[src/rtl/pc_pkg.sv]
// Shared types and constants for the program-counter sequencer: FSM states,
// default PC width and the absolute-jump target table.
package pc_pkg;

  localparam int PC_W_DEF = 12;

  typedef enum logic [1:0] {
    ST_IDLE = 2'd0,
    ST_RUN  = 2'd1,
    ST_DONE = 2'd2
  } state_e;

  // Entry k is k<<4: jump targets sit on 16-instruction boundaries in the low ROM.
  localparam logic [PC_W_DEF-1:0] JUMP_LUT_C [16] = '{
    12'h000, 12'h010, 12'h020, 12'h030,
    12'h040, 12'h050, 12'h060, 12'h070,
    12'h080, 12'h090, 12'h0A0, 12'h0B0,
    12'h0C0, 12'h0D0, 12'h0E0, 12'h0F0
  };

endpackage

[src/rtl/pc_sequencer_jump_lut.sv]
// Absolute-jump target lookup: 4-bit index to PC_W-bit address, purely
// combinational from the package table.
module jump_lut
  import pc_pkg::*;
#(
  parameter int PC_W = PC_W_DEF
) (
  input  logic [3:0]      idx_i,
  output logic [PC_W-1:0] target_o
);

  assign target_o = PC_W'(JUMP_LUT_C[idx_i]);

endmodule

[src/rtl/pc_sequencer.sv]
// Program counter and run control ahead of the instruction ROM: start/restart,
// increment / LUT jump / relative branch, halt or cycle-budget finish.
module pc_sequencer
  import pc_pkg::*;
#(
  parameter int                PC_W       = PC_W_DEF,
  parameter logic [PC_W-1:0]   START_PC   = '0,
  parameter int unsigned       MAX_CYCLES = 'h4000
) (
  input  logic              clk,
  input  logic              init_n,
  input  logic              req,
  input  logic              stall,
  input  logic              halt,
  input  logic              jump_en,
  input  logic [3:0]        jump_idx,
  input  logic              br_en,
  input  logic signed [7:0] br_off,
  output logic [PC_W-1:0]   pc,
  output logic              running,
  output logic              ack,
  output logic              timeout,
  output logic [15:0]       cycle_cnt
);

  localparam logic [15:0] LAST_CNT = 16'(MAX_CYCLES - 1);

  state_e            state_q, state_d;
  logic [PC_W-1:0]   pc_q, pc_d;
  logic [15:0]       cnt_q, cnt_d;
  logic              run_q, run_d;
  logic              ack_q, ack_d;
  logic              tmo_q, tmo_d;

  logic [PC_W-1:0]   jump_tgt;
  logic [PC_W-1:0]   off_ext;
  logic [15:0]       cnt_sat;

  jump_lut #(
    .PC_W (PC_W)
  ) u_jump_lut (
    .idx_i    (jump_idx),
    .target_o (jump_tgt)
  );

  assign off_ext = {{(PC_W-8){br_off[7]}}, br_off};
  assign cnt_sat = (cnt_q == 16'hFFFF) ? cnt_q : cnt_q + 16'd1;

  always_comb begin
    state_d = state_q;
    pc_d    = pc_q;
    cnt_d   = cnt_q;
    run_d   = run_q;
    ack_d   = ack_q;
    tmo_d   = tmo_q;
    unique case (state_q)
      ST_IDLE, ST_DONE: begin
        if (req) begin
          state_d = ST_RUN;
          pc_d    = START_PC;
          cnt_d   = '0;
          run_d   = 1'b1;
          ack_d   = 1'b0;
          tmo_d   = 1'b0;
        end
      end
      ST_RUN: begin
        if (req) begin
          pc_d  = START_PC;
          cnt_d = '0;
        end else begin
          cnt_d = cnt_sat;
          // Budget check outranks stall and every decoder request.
          if (cnt_q == LAST_CNT) begin
            state_d = ST_DONE;
            run_d   = 1'b0;
            ack_d   = 1'b1;
            tmo_d   = 1'b1;
          end else if (stall) begin
            pc_d = pc_q;
          end else if (halt) begin
            state_d = ST_DONE;
            run_d   = 1'b0;
            ack_d   = 1'b1;
            tmo_d   = 1'b0;
          end else if (jump_en) begin
            pc_d = jump_tgt;
          end else if (br_en) begin
            pc_d = pc_q + off_ext;
          end else begin
            pc_d = pc_q + 1'b1;
          end
        end
      end
      default: begin
        state_d = ST_IDLE;
        run_d   = 1'b0;
        ack_d   = 1'b0;
        tmo_d   = 1'b0;
      end
    endcase
  end

  always_ff @(posedge clk or negedge init_n) begin
    if (!init_n) begin
      state_q <= ST_IDLE;
      pc_q    <= '0;
      cnt_q   <= '0;
      run_q   <= 1'b0;
      ack_q   <= 1'b0;
      tmo_q   <= 1'b0;
    end else begin
      state_q <= state_d;
      pc_q    <= pc_d;
      cnt_q   <= cnt_d;
      run_q   <= run_d;
      ack_q   <= ack_d;
      tmo_q   <= tmo_d;
    end
  end

  assign pc        = pc_q;
  assign running   = run_q;
  assign ack       = ack_q;
  assign timeout   = tmo_q;
  assign cycle_cnt = cnt_q;

endmodule

[config.mk]
export PLATFORM = sky130hd
export DESIGN_NAME = pc_sequencer
export DESIGN_NICKNAME = d
export VERILOG_FILES = /design/src/rtl/pc_pkg.sv /design/src/rtl/pc_sequencer_jump_lut.sv /design/src/rtl/pc_sequencer.sv
export SDC_FILE = /design/constraint.sdc
export NUM_CORES = 1
export LEC_CHECK = 0
export ABC_CLOCK_PERIOD_IN_PS = 6400
export CORE_AREA = 2 2 83 85
export CTS_BUF_LIST = sky130_fd_sc_hd__clkbuf_16
export CTS_CLUSTER_DIAMETER = 120
export CTS_CLUSTER_SIZE = 14
export DETAILED_ROUTE_END_ITERATION = 10
export DIE_AREA = 0 0 85 87
export PLACE_DENSITY = 0.55
export SYNTH_ARGS = -nofsm -noshare
export SYNTH_HDL_FRONTEND = slang
export SYNTH_SLANG_ARGS = --single-unit
[constraint.sdc]
create_clock -name clk -period 6.4 [get_ports clk]
set_clock_uncertainty 0.15 [all_clocks]
set_input_delay 1.28 -clock clk [delete_from_list [all_inputs] [get_ports clk]]
set_output_delay 1.28 -clock clk [all_outputs]
set_load 0.01 [all_outputs]
==> impl_metrics.env, run 1 <==
export IMPL_status="finished, final reports clean"
export IMPL_netlist_area_mm2=0.00220
export IMPL_grt_pass1_wl_um=9830
export IMPL_synth_ff_type="dfrtp_1"
export IMPL_cts_repair_resized=0
export IMPL_nFillCells=652
export IMPL_r2r_start="cycle_cnt[0]"
export IMPL_cts_buffers=5
export IMPL_final_common_cell="clkdlybuf4s50_1"
export IMPL_core_area_mm2=0.00657
export IMPL_ys_async_sr_fraction_pct=100
export IMPL_yosysUniqueCellTypes=52
export IMPL_grt_usage_pct=16.3
export IMPL_nets=329
export IMPL_synth_top_family_by_area="compound AO/OA/AOI/OAI gates"
export IMPL_clock_sinks=32
export IMPL_yosys_warnings=0
export IMPL_muxShareOfSynthArea_pct=0.966
export IMPL_firstDrtPassIters=4
export IMPL_clk_latency_ps=270
export IMPL_postCtsSetupRepairBufs=0
export IMPL_grt_max_degree=33
export IMPL_max_freq_mhz=265
export IMPL_total_leakage_power_uw=0.00125
export IMPL_cts_root_buf="clkbuf_16"
export IMPL_num_vias=2043
export IMPL_register_area_um2=801
export IMPL_cts_htree_levels=2
export IMPL_worstPathRequired_ps=6410
export IMPL_synth_cells=252
export IMPL_io_pin_count=50
export IMPL_layout_min_cycle_time_ps=3770
export IMPL_p_per_area_mw_per_mm2=189
export IMPL_first_iter_violations=71
export IMPL_ys_seq_area_share_pct=36.4
export IMPL_drc=0
export IMPL_drive_above_1_share_pct=5.67
export IMPL_syn_nets=282
export IMPL_worstPathMaxFanout=8
export IMPL_drtAntennaViolNets=0
export IMPL_dp_cells=372
export IMPL_cts_hold_buf=0
export IMPL_synth_fa_ha_area_share_pct=6.59
export IMPL_synth_simple_area_share_pct=21.8
export IMPL_vias_per_cell=5.38
export IMPL_endpoint="pc[10]"
export IMPL_dpl_hpwl_um=4030
export IMPL_hold_ws_ps=369
export IMPL_syn2layout_area_growth_pct=31.0
export IMPL_synth_edf_count=0
export IMPL_wirelength_um=5740
export IMPL_start_util_pct=33.5
export IMPL_slew_violations=0
export IMPL_syn_area_per_cell_um2=8.73
export IMPL_fin_setup_tns_ps=0
export IMPL_layout_common_cells="clkdlybuf4s50_1, dfrtp_1, nand2_1, o21ai_1, nor2_1"
export IMPL_hold_viol_final=0
export IMPL_synth_seq_cells=32
export IMPL_synth_compound_area_share_pct=28.0
export IMPL_hold_class="register to register"
export IMPL_antenna_found_initial=0
export IMPL_crit_path_end_kind="register"
export IMPL_path_clk_slew_ps=50
export IMPL_arrival_ps=3780
export IMPL_reg2reg_depth=7
export IMPL_worstSetupStartpointType="input pin"
export IMPL_instances_no_fill=380
export IMPL_synthXorXnorAreaFrac_pct=2.79
export IMPL_maxCapViolCount=0
export IMPL_grt_pass1_vias=1978
export IMPL_antenna_diode_count=0
export IMPL_rows=30
export IMPL_r2r_slack_ps=3410
export IMPL_critPathKind="input pin to register"
export IMPL_multi_input_area_mm2=0.00133
export IMPL_tritoncts="yes"
export IMPL_grt_overflow_total=0
export IMPL_die_h_um=87
export IMPL_cts_max_path_buffers=2
export IMPL_slew_headroom_pct=41.2
export IMPL_fin_crit_sh_pct=58.9
export IMPL_fp_dieW_um=85
export IMPL_gp_congestion=0.830
export IMPL_detail_route_wl_per_cell_um=15.1
export IMPL_die_area_mm2=0.00740
export IMPL_rsz0062_at_grt="no"
export IMPL_worstMarginPinSlew_ps=860
export IMPL_vdd_drop_max_mv=0.0974
export IMPL_numPortBuffers=49
export IMPL_timing_rr_end="cycle_cnt[12]"
export IMPL_cp_startpoint="br_en"
export IMPL_setup_viol=0
## how the worst min path moves through the flow
| stage | start | to | slack [ps] | depth (start not counted) |
|---|---|---|---|---|
| finish | cycle_cnt[12] | cycle_cnt[12] | 370 | 1 |
| floorplan | state_q[0] | state_q[0] | 380 | 1 |
| CTS | cycle_cnt[12] | cycle_cnt[12] | 370 | 1 |
| detailed placement | cycle_cnt[12] | cycle_cnt[12] | 360 | 1 |
| global route | cycle_cnt[2] | cycle_cnt[2] | 400 | 1 |
| global placement | cycle_cnt[13] | cycle_cnt[13] | 360 | 1 |
## metrics by stage
| stage | total power (uW) | utilization (%) | area (um^2) | setup slack (ps) |
|---|---|---|---|---|
| 6_report | 546 | 43.9 | 2880 | 2630 |
| 4_1_cts | 555 | 43.9 | 2880 | 2620 |
| 3_5_place_dp | 326 | 41.8 | 2750 | 2330 |
| 2_1_floorplan | 282 | - | 2200 | 3050 |
| 5_1_grt | 578 | 43.9 | 2880 | 2410 |
| 3_3_place_gp | 325 | 41.8 | 2750 | 2390 |
## where the power goes
group	internal (uW)	total [uW]	switching (uW)
clock	140	224	84.7
sequential	210	220	9.53
combinational	46.6	102	55.2
total	397	546	149
## per-layer routing
metal | global-route usage [%] | up-vias | wire (um)
met5 | 0 | - | 0
met4 | 3.46 | 0 | 24
met3 | 3.41 | 2 | 254
met2 | 26.1 | 42 | 2670
met1 | 22.9 | 960 | 2790
li1 | - | 1039 | -
## synthesized netlist by cell type (all sizes together) (2+ instances only)
library cell	n	area, um^2
and4	2	17.5
xor2	6	52.6
o31ai	2	15.0
ha	10	125
dfrtp	32	801
and2	10	62.6
a21o	7	52.6
inv	6	22.5
buf	7	41.3
nand2b	2	12.5
a211oi	4	30.0
clkbuf	3	11.3
nand2	23	86.3
a21oi	20	111
or3	3	18.8
a31oi	2	12.5
a2111oi	2	23.8
nand3	12	60.1
nor3	7	40.0
nor2	20	75.1
o21ai	35	183
o21bai	2	15.0
a22o	10	87.6
nand4	4	25.0
o2111ai	3	26.3
## cells by family after synthesis
family	count (synthesis)
xor gates and xnor gates	7
buffers and inverters	16
and+or+nand+nor	90
DFF	32
muxes	2
adders and majority gates	11
AOI/OAI and AO/OA	94
## flip-flops by register name (all words and copies together) (netlist names)
name and count:
timeout 1, running 1, state_q 2, cycle_cnt 16, pc 12
## critical path, cell delays in order
cell and delay (ps):
clkdlybuf4s50_1 590, nand2b_1 90, ha_1 220, fa_1 420
a211oi_1 280, nor2_1 130, o21ai_1 230, o2111ai_1 170
xor2_1 160, a22o_1 200
## cell type report
cell class | instances | area share (%)
clock inverters | 3 | 0.391
inverters | 6 | 0.781
well taps | 80 | 3.47
clock buffers | 5 | 4.34
multi-input cells | 204 | 46.0
flip-flops and latches | 32 | 27.8
repair buffers | 50 | 17.3
No activity file was read; power rests on OpenSTA's default activity.
==> run 2: changes to the inputs <==
--- a/config.mk
+++ b/config.mk
@@ -5,14 +5,14 @@
 export SDC_FILE = /design/constraint.sdc
 export NUM_CORES = 1
 export LEC_CHECK = 0
-export ABC_CLOCK_PERIOD_IN_PS = 6400
+export ABC_CLOCK_PERIOD_IN_PS = 3160
 export CORE_AREA = 2 2 83 85
 export CTS_BUF_LIST = sky130_fd_sc_hd__clkbuf_16
 export CTS_CLUSTER_DIAMETER = 120
 export CTS_CLUSTER_SIZE = 14
 export DETAILED_ROUTE_END_ITERATION = 10
 export DIE_AREA = 0 0 85 87
-export PLACE_DENSITY = 0.55
+export PLACE_DENSITY = 0.57
 export SYNTH_ARGS = -nofsm -noshare
 export SYNTH_HDL_FRONTEND = slang
 export SYNTH_SLANG_ARGS = --single-unit
==> constraint.sdc (replaced) <==
create_clock -name clk -period 3.16 [get_ports clk]
set_clock_uncertainty 0.15 [all_clocks]
set_input_delay 0.632 -clock clk [delete_from_list [all_inputs] [get_ports clk]]
set_output_delay 0.632 -clock clk [all_outputs]
set_load 0.01 [all_outputs]
==> run 2 against run 1 <==
Final cell count up 3.9%. Worst hold slack better by 9.4 ps. Critical path depth unchanged. Combinational power up 120%. Core utilization up 2.2 points. Clock power up 150%. Highest routed layer unchanged.
==> impl_metrics.env, run 2 (synthesis results as in run 1) <==
export IMPL_dp_cells=387
export IMPL_path_cells="clkdlybuf4s50_1, nand2b_1, ha_1, fa_1, a211oi_2, nor2_1, o21ai_2, mux2i_1, xnor2_1, a22o_1"
export IMPL_slew_violations=0
export IMPL_cp_buffers_inverters=1
export IMPL_cp_slowest_cell="clkdlybuf4s50_1"
export IMPL_grt_overflow_total=0
export IMPL_drive_above_1_share_pct=11.1
export IMPL_maxCapViolCount=0
export IMPL_drc=0
export IMPL_cpLargestDelayFamily="adder cells"
export IMPL_fin_crit_sh_pct=92.2
export IMPL_vias_per_cell=5.36
export IMPL_fin_setup_tns_ps=0
export IMPL_max_freq_mhz=343
export IMPL_fp_dieW_um=85
export IMPL_clk_latency_ps=280
export IMPL_die_area_mm2=0.00740
export IMPL_cts_buffers=5
export IMPL_grt_pass1_wl_um=9940
export IMPL_power_switching_uw=317
export IMPL_pwr_share_seq_pct=36.6
export IMPL_intPower_uw=900
export IMPL_rsz0062_at_grt="no"
export IMPL_clock_sinks=32
export IMPL_dpl_hpwl_um=4150
export IMPL_grt_usage_pct=16.7
export IMPL_worstPathRequired_ps=3170
export IMPL_gp_congestion=0.800
export IMPL_detail_route_wl_per_cell_um=14.8
export IMPL_arrival_ps=2930
export IMPL_antenna_found_initial=0
export IMPL_worstPathMaxFanout=3
export IMPL_grt_pass1_vias=2044
export IMPL_multi_input_area_mm2=0.00133
export IMPL_syn2layout_area_growth_pct=37.7
export IMPL_num_vias=2116
export IMPL_drtAntennaViolNets=0
export IMPL_setup_viol=0
export IMPL_vdd_drop_max_mv=0.209
export IMPL_grt_max_degree=33
export IMPL_cts_root_buf="clkbuf_16"
export IMPL_final_common_cell="clkdlybuf4s50_1"
export IMPL_total_leakage_power_uw=0.00134
export IMPL_rows=30
export IMPL_cts_hold_buf=0
export IMPL_preCtsSetupSlack_ps=-155
export IMPL_tritoncts="yes"
export IMPL_critPathKind="input pin to register"
export IMPL_worstMarginPinSlew_ps=630
export IMPL_final_util_pct=46.1
export IMPL_hold_class="register to register"
export IMPL_wirelength_um=5850
export IMPL_firstDrtPassIters=4
export IMPL_nets=344
export IMPL_numPortBuffers=49
export IMPL_start_util_pct=33.5
export IMPL_cts_htree_levels=2
export IMPL_die_h_um=87
export IMPL_fin_ws_ps=247
export IMPL_p_per_area_mw_per_mm2=402
export IMPL_largest_reg_flops=16
export IMPL_path_clk_slew_ps=50
export IMPL_register_area_um2=801
export IMPL_r2r_slack_ps=660
export IMPL_antenna_diode_count=0
export IMPL_io_pin_count=50
export IMPL_nFillCells=639
export IMPL_layout_min_cycle_time_ps=2910
export IMPL_core_area_mm2=0.00657
export IMPL_slowest_delay_ps=510
export IMPL_p_sw_share_pct=26.1
export IMPL_status="finished, final reports clean"
export IMPL_crit_path_end_kind="register"
export IMPL_hold_viol_final=0
export IMPL_slew_headroom_pct=57.7
export IMPL_clock_power_share_pct=45.1
export IMPL_instances_no_fill=395
export IMPL_first_iter_violations=75
export IMPL_worstSetupStartpointType="input pin"
export IMPL_layout_common_cells="clkdlybuf4s50_1, dfrtp_1, nand2_1"
export IMPL_cts_max_path_buffers=2
export IMPL_pwr_share_comb_pct=18.4
==> run 2: cell count changes in the layout (fill, tap and decap cells not counted), sizes merged <==
cell | before | now
buf | 1 | 16
bufinv | 0 | 1
clkinv | 1 | 2
inv | 8 | 6
==> run 2: metal layers <==
layer  part of all wire, %  vias to the layer above  wire, um  track usage [%]
met5                     0                        -         0                0
met4                   1.6                        0        91             5.48
met3                   4.5                        8       264             3.60
met2                    44                       58      2600             25.4
met1                    50                      982      2900             23.5
li1                      -                     1068         -                -
==> run 2: path summary, 6_finish.rpt <==
check                      cells after the start     startpoint            end
max in group asynchronous                      2         init_n          pc[2]
min in group asynchronous                      2         init_n  cycle_cnt[12]
setup reg to reg                               8   cycle_cnt[0]  cycle_cnt[15]
setup / recovery                              10          br_en          pc[8]
hold / removal                                 1  cycle_cnt[13]  cycle_cnt[13]
hold reg to reg                                1  cycle_cnt[13]  cycle_cnt[13]
==> run 2: cell type report <==
| cell class | instances | area share (%) |
|---|---|---|
| Clock buffer | 5 | 4.13 |
| Clock inverter | 3 | 1.24 |
| Inverter | 6 | 0.743 |
| Multi-Input combinational cell | 204 | 44.0 |
| Sequential cell | 32 | 26.4 |
| Tap cell | 80 | 3.30 |
| Timing Repair Buffer | 65 | 20.1 |
==> run 2: metrics by stage <==
stage                     hold WS, ps  instance area [um^2]  power (uW)
after CTS                         383                  3020        1230
after floorplan                   186                  2200         571
after global placement            362                  2860         674
after detailed placement          357                  2860         676
after global routing              405                  3030        1280
final                             378                  3030        1220
==> run 2: worst register-to-register path: stages, from the launching register on <==
cell     delay (ps)
dfrtp_1         400
ha_1            200
nand3_1         190
nor4_4          660
a41oi_1         230
o21ai_2         150
buf_4           240
a21o_1          110
a21o_1          100
==> run 2: timing repair <==
item / CTS / global route
endpoints found under the setup margin: 0 / 2
hold endpoints to repair: 0 / 0
setup buffers: 0 / 0
resized for setup: 0 / 2
==> run 2: power by group through the flow <==
stage          Clock [uW]  Combinational (uW)  Sequential [uW]
6_report              549                 223              445
5_1_grt               581                 250              448
4_1_cts               561                 225              445
3_5_place_dp            0                 223              452
3_3_place_gp            0                 222              452
2_1_floorplan           0                 116              455
==> run 3: changes to the inputs <==
--- a/config.mk
+++ b/config.mk
@@ -16,3 +16,4 @@
 export SYNTH_ARGS = -nofsm -noshare
 export SYNTH_HDL_FRONTEND = slang
 export SYNTH_SLANG_ARGS = --single-unit
+export TNS_END_PERCENT = 1
==> results of run 3 <==
The final DEF is identical to that of run 2; final timing and power are the same.
